### src/rtl/demux1_5_stage_if.sv
// Handshake bundle for the 1-to-5 demultiplexing stage: one upstream producer port,
// five downstream lanes, and the bad-select reporting outputs.
interface demux1_5_stage_if #(
    parameter int DW = 16,
    parameter int CW = 8
);
    logic [DW-1:0]   in_data;
    logic [2:0]      in_sel;
    logic            in_valid;
    logic            in_ready;
    logic [5*DW-1:0] out_data;
    logic [4:0]      out_valid;
    logic [4:0]      out_ready;
    logic            err_pulse;
    logic [CW-1:0]   err_cnt;

    modport master (
        output in_data, in_sel, in_valid, out_ready,
        input  in_ready, out_data, out_valid, err_pulse, err_cnt
    );

    modport slave (
        input  in_data, in_sel, in_valid, out_ready,
        output in_ready, out_data, out_valid, err_pulse, err_cnt
    );
endinterface

### src/rtl/demux1_5_stage.sv
// Registered 1-to-5 demux stage: five independent one-deep lane buffers with valid/ready.
// Optional DEMUX_ERR_CNT_EN compiles in the saturating bad-select counter.
module demux1_5_stage #(
    parameter int DW = 16,
    parameter int CW = 8
) (
    input  logic            clk,
    input  logic            rst_n,
    demux1_5_stage_if.slave bus
);
    logic [4:0]    valid_q;
    logic [DW-1:0] data_q [5];
    logic          err_q;
    logic [4:0]    sel_hot;
    logic          sel_ok;
    logic          ready;
    logic          accept;

    always_comb begin
        sel_hot = 5'b00000;
        case (bus.in_sel)
            3'd0:    sel_hot = 5'b00001;
            3'd1:    sel_hot = 5'b00010;
            3'd2:    sel_hot = 5'b00100;
            3'd3:    sel_hot = 5'b01000;
            3'd4:    sel_hot = 5'b10000;
            default: sel_hot = 5'b00000;
        endcase
        sel_ok = |sel_hot;
        // Bad selects are always consumed; good ones need room in the target lane.
        ready  = rst_n && (!sel_ok || |(sel_hot & (~valid_q | bus.out_ready)));
        accept = bus.in_valid && ready;
    end

    always_ff @(posedge clk) begin
        if (!rst_n) begin
            valid_q <= 5'b00000;
            err_q   <= 1'b0;
            for (int k = 0; k < 5; k++) begin
                data_q[k] <= '0;
            end
        end else begin
            err_q <= accept && !sel_ok;
            for (int k = 0; k < 5; k++) begin
                if (accept && sel_hot[k]) begin
                    valid_q[k] <= 1'b1;
                    data_q[k]  <= bus.in_data;
                end else if (valid_q[k] && bus.out_ready[k]) begin
                    valid_q[k] <= 1'b0;
                end
            end
        end
    end

`ifdef DEMUX_ERR_CNT_EN
    logic [CW-1:0] cnt_q;

    always_ff @(posedge clk) begin
        if (!rst_n) begin
            cnt_q <= '0;
        end else if (accept && !sel_ok && (cnt_q != {CW{1'b1}})) begin
            cnt_q <= cnt_q + 1'b1;
        end
    end

    assign bus.err_cnt = cnt_q;
`else
    assign bus.err_cnt = '0;
`endif

    always_comb begin
        bus.out_data = '0;
        for (int k = 0; k < 5; k++) begin
            bus.out_data[k*DW +: DW] = data_q[k];
        end
    end

    assign bus.in_ready  = ready;
    assign bus.out_valid = valid_q;
    assign bus.err_pulse = err_q;
endmodule

### src/flat_wrapper.sv
// flat-port wrapper written by rule: the top's interface ports become plain ports
module demux1_5_stage_flat 
#(
    parameter int DW = 16,
    parameter int CW = 8
)
  (clk, rst_n, bus_in_data, bus_in_sel, bus_in_valid, bus_out_ready, bus_in_ready, bus_out_data, bus_out_valid, bus_err_pulse, bus_err_cnt);
  demux1_5_stage_if #(.DW(DW), .CW(CW)) bus_i ();
  input  logic clk;
  input  logic rst_n;
  input wire logic [$bits(bus_i.in_data)-1:0] bus_in_data;
  input wire logic [$bits(bus_i.in_sel)-1:0] bus_in_sel;
  input wire logic [$bits(bus_i.in_valid)-1:0] bus_in_valid;
  input wire logic [$bits(bus_i.out_ready)-1:0] bus_out_ready;
  output wire logic [$bits(bus_i.in_ready)-1:0] bus_in_ready;
  output wire logic [$bits(bus_i.out_data)-1:0] bus_out_data;
  output wire logic [$bits(bus_i.out_valid)-1:0] bus_out_valid;
  output wire logic [$bits(bus_i.err_pulse)-1:0] bus_err_pulse;
  output wire logic [$bits(bus_i.err_cnt)-1:0] bus_err_cnt;
  assign bus_i.in_data = bus_in_data;
  assign bus_i.in_sel = bus_in_sel;
  assign bus_i.in_valid = bus_in_valid;
  assign bus_i.out_ready = bus_out_ready;
  assign bus_in_ready = bus_i.in_ready;
  assign bus_out_data = bus_i.out_data;
  assign bus_out_valid = bus_i.out_valid;
  assign bus_err_pulse = bus_i.err_pulse;
  assign bus_err_cnt = bus_i.err_cnt;
  demux1_5_stage #(.DW(DW), .CW(CW)) u_core (.clk(clk), .rst_n(rst_n), .bus(bus_i));
endmodule
### config.mk
export PLATFORM = sky130hd
export DESIGN_NAME = demux1_5_stage_flat
export DESIGN_NICKNAME = d
export VERILOG_FILES = /design/src/rtl/demux1_5_stage_if.sv /design/src/rtl/demux1_5_stage.sv /design/src/flat_wrapper.sv
export SDC_FILE = /design/constraint.sdc
export NUM_CORES = 1
export LEC_CHECK = 0
export ABC_AREA = 1
export CORE_ASPECT_RATIO = 0.7
export CORE_MARGIN = 2
export CORE_UTILIZATION = 44
export CTS_BUF_LIST = sky130_fd_sc_hd__clkbuf_4
export DETAILED_ROUTE_END_ITERATION = 6
export PLACE_DENSITY_LB_ADDON = 0.08
export SETUP_SLACK_MARGIN = 0.2
export SYNTH_ARGS = -nofsm -noshare
export SYNTH_HDL_FRONTEND = slang
export SYNTH_SLANG_ARGS = --single-unit
### constraint.sdc
create_clock -name clk -period 2.4 [get_ports clk]
set_input_delay 0.48 -clock clk [delete_from_list [all_inputs] [get_ports clk]]
set_output_delay 0.48 -clock clk [all_outputs]
set_load 0.02 [all_outputs]
-- After elaboration in Yosys (flattened, before gate mapping)
Memories as Yosys holds them, arrays and structs flattened.
Index checks and enable logic that the tools add are counted.
- register bits: 6
- RAM bits: 80
- output and inout port bits: 95
- logic and storage cells: 74
- memories kept: 1
- equality and inequality tests: 4
- muxes and demuxes: 32
- bitwise gates (word level): 8
- reduce and logical (&&, ||, !) cells: 23
- memories (memory ; words ; bits a word ; rd ports ; clocked after Yosys merged registers in ; write ports ; RTL line ; source):
    u_core.data_q ; 5 ; 16 ; 5 ; 0 ; 5 ; demux1_5_stage.sv:12 ; logic [DW-1:0] data_q [5];
- operator list (kind ; count):
    $mux W16 ; 5
    $mux W1 ; 26
    $pmux W5 S5 ; 1
    $logic_and A1 B1 Y1 ; 13
    $reduce_bool A2 Y1 ; 5
    $reduce_or A5 Y1 ; 2
    $eq A3 B2 Y1 const B ; 2
    $and A5 B5 Y5 ; 1
    $not A5 Y5 ; 1
    $or A1 B1 Y1 ; 5
    $or A5 B5 Y5 ; 1
    $eq A3 B1 Y1 const B ; 1
    $eq A3 B3 Y1 const B ; 1
    $logic_not A3 Y1 ; 1
    $logic_not A1 Y1 ; 1
    $logic_or A1 B1 Y1 ; 1

-- Longest topological paths before layout
Gate-level depths: netlist of the first run.
- depth in word-level cells: 12
- gate-level depth with buffers: 9

-- Least setup slack after synthesis of the first run
Ideal clock, no wire load.
- path kind: input-to-reg
- start: in bus_in_sel[1]
- end: mem u_core.data_q[0][0] (enable)
- setup time: 0.363 ns
- arrival time: 1.544 ns
- path slack: 0.493 ns
- cell stages on the path: 8
- cells stage by stage: nor2_1 > inv_2 > nand2_1 > nand2_1 > nor2_2 > nand2_1 > nand4_1 > nand2_1
- RTL lines (element ; RTL line ; source):
    from (decl) ; flat_wrapper.sv:12 ; input wire logic [$bits(bus_i.in_sel)-1:0] bus_in_sel;
    to (decl) ; demux1_5_stage.sv:12 ;

-- Final worst setup path of the first run
- start: in bus_out_ready[2]
- end: out bus_in_ready
- longest elaborated chain between the ends: 5
- ends and longest elaborated chain (element ; RTL line ; source):
    from (decl) ; flat_wrapper.sv:14 ; input wire logic [$bits(bus_i.out_ready)-1:0] bus_out_ready;
    $or A5 B5 Y5 ; demux1_5_stage.sv:31 ; ready = rst_n && (!sel_ok || |(sel_hot & (~valid_q | bus.out_ready)));
    $and A5 B5 Y5 ; demux1_5_stage.sv:31 ;
    $reduce_or A5 Y1 ; demux1_5_stage.sv:31 ;
    $logic_or A1 B1 Y1 ; demux1_5_stage.sv:31 ;
    $logic_and A1 B1 Y1 ; demux1_5_stage.sv:31 ;
    to (decl) ; flat_wrapper.sv:15 ; output wire logic [$bits(bus_i.in_ready)-1:0] bus_in_ready;
No other way between the ends.

==> results.yml, run 1 <==
layout:
  fin_area_mm2: 0.00462
  layout-drive-gt1-share_pct: 17.6
  area_growth_pct: 52.8
  instances_no_fill: 429
  nNetsFinal: 357
  finish.utilization_pct: 69.1
  multiInputGateArea_um2: 345
  fill_cells: 509
  antennaDiodeCount: 0
  regArea_mm2: 0.00252
placement:
  post_dp_cell_area_mm2: 0.00444
  io_buffers: 113
  post-dp-hpwl_um: 4570
  place.gp.congestion: 0.827
  post-place-cells: 413
pwr:
  pwr-share-clk_pct: 28.5
  p_sw_uw: 790
  p_leak_uw: 0.00180
  p_int_uw: 2440
  p_per_area_mw_per_mm2: 699
  pwr-share-seq_pct: 54.9
  irDropWorstVdd_uv: 414
  combPwrFrac_pct: 16.6
  p_sw_share_pct: 24.4
synthesis:
  netlist_instances: 187
  yosys_warnings: 0
  ys_seq_area_share_pct: 83.4
  ys_ff_latch: 86
  netlist_area_mm2: 0.00303
  yosysUniqueCellTypes: 16
  syn_avg_cell_area_um2: 16.2
worst_setup_path:
  path_class: "in2out"
  setup.worst_path.start_class: "primary input"
  critical_path.max_stage_delay_ns: 0.48
  cp.required_ns: 1.92
  path_cells: "clkdlybuf4s50_1 -> inv_1 -> nand2_1 -> nand3_1 -> nand2_1 -> inv_2 -> a21oi_4 -> buf_4"
  worstPathArrival_ns: 1.58
  path_common_cell: "nand2_1"
  endpoint_kind: "output pin"
  slowest_stage: "clkdlybuf4s50_1"
  path_max_fanout: 2
global_route:
  grt_pass1_wl_um: 9150
  grt_pass1_vias: 1806
  antenna_found_initial: 0
  track_usage_pct: 16.9
  overflow: 0
  grt_max_degree: 16
timing:
  fmax_ghz: 0.486
  hold_viol: 0
  fin_crit_ns: 2.06
  rsz0062_at_grt: "false"
  setup_viol: 0
  hold_ws_ns: 0.499
  finalSetupTns_ns: 0
  finalMaxSlewViolations: 0
  finalCritPeriodShare_pct: 85.7
  clock_skew_ns: 0.00713
floorplan:
  die_x_um: 103
  fp.dieH_um: 73.4
  std_cell_rows: 25
  ioPinCount: 122
  core_mm2: 0.00669
  die_area_mm2: 0.00757
  start_util_pct: 45.2
cts:
  path_clk_slew_ns: 0.13
  post_cts_buffers: 0
  ctsHoldBuffers: 0
  cts.sinks: 86
  ctsLongestPathBuffers: 2
  clkLatencyLatePin_ns: 0.42
  htree_num_levels: 3
  clockRootBuffer: "clkbuf_4"
  cts_tree: "done"
  cts-buffers-inserted: 9
drt:
  first_pass_iters: 4
  drt.antenna.violating_nets: 0
  wire_per_inst_um: 14.6
  via_count: 1879
  drc: 0
  wirelength_um: 6270
  via_per_inst: 4.38
  dr.first_iter.drc_count: 60
flow_run:
  cap_violations: 0
worst_hold_path:
  hold_class: "reg2reg"
status:
  outcome: "complete, no violations"
==> cells by family (layout without fill, tap and decap cells) <==
| group | after synthesis | in the layout | share of synthesized area [%] |
|---|---|---|---|
| simple gates | 53 | 53 | 8.56 |
| compound gates | 6 | 6 | 1.36 |
| buf+inv | 41 | 182 | 6.58 |
| flops | 86 | 86 | 83.4 |
| other cells | 1 | 8 | 0.124 |
==> power by group through the flow <==
stage | clock, uW | combinational, uW | sequential [uW]
after floorplan | 0 | 95.3 | 1950
after global placement | 0 | 537 | 1810
after detailed placement | 0 | 542 | 1810
after CTS | 953 | 541 | 1780
after global routing | 1010 | 569 | 1790
final | 920 | 538 | 1780
==> cells in the final DEF, fill, tap and decap left out, drive strengths merged, types with 4 or more instances in the layout <==
master / count
nand4: 6
dfxtp: 6
a21oi: 6
clkbuf: 10
nor2: 23
conb: 8
inv: 31
buf: 24
clkdlybuf4s50: 109
edfxtp: 80
nand3: 4
nand2: 20
==> final timing paths <==
kind,startpoint,slack [ns],depth (start not counted),end
hold reg to reg,u_core.bus.out_valid[4]$_SDFFE_PN0P_,0.50,2,u_core.bus.out_valid[4]$_SDFFE_PN0P_
setup reg to reg,u_core.bus.out_valid[1]$_SDFFE_PN0P_,0.81,9,u_core.data_q[0][20]$_DFFE_PP_
hold / removal,u_core.bus.out_valid[4]$_SDFFE_PN0P_,0.50,2,u_core.bus.out_valid[4]$_SDFFE_PN0P_
setup / recovery,bus_out_ready[2],0.34,8,bus_in_ready
==> sequential cells by signal, indices dropped and copies added (netlist names) <==
register and count:
u_core.bus.out_valid 5, u_core.bus.err_pulse 1, u_core.data_q 80
==> cells in the mapped netlist <==
| cell | instances | area [um^2] |
|---|---|---|
| nand4_1 | 6 | 37.5 |
| buf_4 | 8 | 60.1 |
| inv_2 | 2 | 7.51 |
| a21oi_4 | 1 | 16.3 |
| clkbuf_1 | 1 | 3.75 |
| buf_6 | 2 | 22.5 |
| nand3_1 | 3 | 15.0 |
| nor2_1 | 12 | 45.0 |
| inv_1 | 28 | 105 |
| conb_1 | 1 | 3.75 |
| nand2_1 | 20 | 75.1 |
| nand3_4 | 1 | 17.5 |
| a21oi_1 | 5 | 25.0 |
| edfxtp_1 | 80 | 2400 |
| dfxtp_1 | 6 | 120 |
| nor2_2 | 11 | 68.8 |
==> cell type report <==
type                            instances  share of cell area [%]
Clock buffer                           10                    1.62
Clock inverter                          6                    2.06
Inverter                               30                    2.44
Multi-Input combinational cell         67                    7.47
Sequential cell                        86                    54.6
Tap cell                               94                    2.54
Timing Repair Buffer                  136                    29.3
==> per-stage QoR <==
step | setup slack (ns) | total power [uW]
finish | 0.343 | 3230
global route | 0.302 | 3360
CTS | 0.227 | 3270
detailed placement | -0.257 | 2350
global placement | -0.233 | 2350
floorplan | 0.493 | 2050
==> per-layer routing <==
| metal | global-route usage (%) | part of all wire [%] |
|---|---|---|
| met1 | 20.1 | 41 |
| met3 | 5.42 | 6.5 |
| met2 | 29.1 | 51 |
| met5 | 0 | 0 |
| met4 | 6.29 | 1.3 |
==> repair_timing <==
action | in CTS | in global routing
pin swaps | 0 | 1
endpoints found under the setup margin | 1 | 1
cloned | 0 | 0
gates resized for setup | 5 | 8
==> worst max-delay path, delay by kind of cell <==
family,cells,cell delay (ns)
buf+inv,4,0.72
simple gates,3,0.23
compound gates,1,0.14
Power figures use the tool's default switching activity.
==> run 2, diff against run 1 <==
--- a/config.mk
+++ b/config.mk
@@ -6,9 +6,10 @@
 export NUM_CORES = 1
 export LEC_CHECK = 0
 export ABC_AREA = 1
+export ABC_CLOCK_PERIOD_IN_PS = 2500
 export CORE_ASPECT_RATIO = 0.7
 export CORE_MARGIN = 2
-export CORE_UTILIZATION = 44
+export CORE_UTILIZATION = 48
 export CTS_BUF_LIST = sky130_fd_sc_hd__clkbuf_4
 export DETAILED_ROUTE_END_ITERATION = 6
 export PLACE_DENSITY_LB_ADDON = 0.08
==> constraint.sdc (replaced) <==
create_clock -name clk -period 2.5 [get_ports clk]
set_input_delay 0.5 -clock clk [delete_from_list [all_inputs] [get_ports clk]]
set_output_delay 0.5 -clock clk [all_outputs]
set_load 0.02 [all_outputs]
==> results.yml, run 2 (synthesis results as in run 1) <==
worst_setup_path:
  cp.required_ns: 2.00
  setup.worst_path.start_class: "primary input"
  ff2ff_setup_slack_ns: 0.79
  endpoint_kind: "output pin"
  path_class: "in2out"
  path_max_fanout: 2
  worstPathArrival_ns: 1.62
global_route:
  grt_pass1_vias: 1915
  grt_pass1_wl_um: 10200
  grt_max_degree: 17
  track_usage_pct: 20.4
  overflow: 0
  antenna_found_initial: 0
cts:
  clkLatencyLatePin_ns: 0.42
  ctsHoldBuffers: 0
  cts-buffers-inserted: 9
  htree_num_levels: 3
  cts_tree: "done"
  cts.sinks: 86
  clockRootBuffer: "clkbuf_4"
  path_clk_slew_ns: 0.12
  ctsLongestPathBuffers: 2
drt:
  via_count: 1897
  wire_per_inst_um: 16.2
  via_per_inst: 4.64
  first_pass_iters: 4
  drc: 0
  drt.antenna.violating_nets: 0
  wirelength_um: 6640
  dr.first_iter.drc_count: 152
placement:
  io_buffers: 113
  post_dp_cell_area_mm2: 0.00439
  post-dp-hpwl_um: 4730
  place.gp.congestion: 0.883
  pre_cts_slack_ns: -0.224
layout:
  area_growth_pct: 49.9
  largest_reg_flops: 80
  mostFrequentLayoutCells: "clkdlybuf4s50_1, edfxtp_1, inv_1"
  fin_area_mm2: 0.00453
  nNetsFinal: 354
  layout-drive-gt1-share_pct: 16.0
  final_common_cell: "clkdlybuf4s50_1"
  largest_register: "u_core.data_q"
  antennaDiodeCount: 0
status:
  outcome: "complete, no violations"
timing:
  rsz0062_at_grt: "false"
  hold_viol: 0
  finalMaxSlewViolations: 0
  setup_viol: 0
  clock_skew_ns: 0.0120
  fmax_ghz: 0.472
  finalCritPeriodShare_pct: 84.7
  layout_setup_ws_ns: 0.383
  fin_crit_ns: 2.12
floorplan:
  std_cell_rows: 24
  start_util_pct: 49.1
  fp.dieH_um: 70.4
  die_area_mm2: 0.00696
  die_x_um: 98.9
  ioPinCount: 122
  core_mm2: 0.00616
worst_hold_path:
  hold_class: "reg2reg"
pwr:
  p_per_area_mw_per_mm2: 653
  p_leak_uw: 0.00176
  total_power_uw: 2960
  irDropWorstVdd_uv: 392
flow_run:
  cap_violations: 0
==> run 2: per-stage QoR <==
stage               utilization (%)  hold slack [ns]  cells  setup TNS [ns]
finish                         73.7            0.525    409               0
global route                   73.7            0.554    409               0
CTS                            73.5            0.524    409               0
detailed placement             71.4            0.499    394          -0.274
global placement               71.4            0.501    394          -0.131
floorplan                         -            0.562    194               0
==> run 2: power breakdown <==
part	switching (uW)	internal [uW]
combinational	275	240
sequential	29.5	1680
clock	443	298
total	748	2220
==> run 2: cell type report <==
type,instances,area (um^2)
Clock buffer,9,67.6
Clock inverter,6,63.8
Fill cell,396,1620
Inverter,30,113
Multi-Input combinational cell,67,338
Sequential cell,86,2520
Tap cell,78,97.6
Timing Repair Buffer,133,1330
==> run 2: what timing repair did <==
item | CTS | global route
setup endpoints to repair | 1 | 1
pin swaps | 0 | 0
resized for setup | 7 | 4
setup buffers | 0 | 0
==> run 2: final timing paths <==
path	start	endpoint	cells after the start
worst max-delay path	bus_out_ready[2]	bus_in_ready	8
worst min-delay path	u_core.bus.out_valid[3]$_SDFFE_PN0P_	u_core.bus.out_valid[3]$_SDFFE_PN0P_	2
worst max register to register	u_core.bus.out_valid[2]$_SDFFE_PN0P_	u_core.data_q[0][73]$_DFFE_PP_	9
worst min register to register	u_core.bus.out_valid[3]$_SDFFE_PN0P_	u_core.bus.out_valid[3]$_SDFFE_PN0P_	2
==> run 2: layer usage <==
metal,track usage (%),routed length (um)
met1,25.5,2810
met2,31.6,3090
met3,8.01,601
met4,9.13,140
met5,0,0
==> run 2: critical path, stage by stage <==
cell	delay, ns
clkdlybuf4s50_1	0.45
inv_1	0.03
nand2_1	0.09
nand3_1	0.11
nand2_1	0.09
inv_2	0.05
a21oi_4	0.14
buf_4	0.15
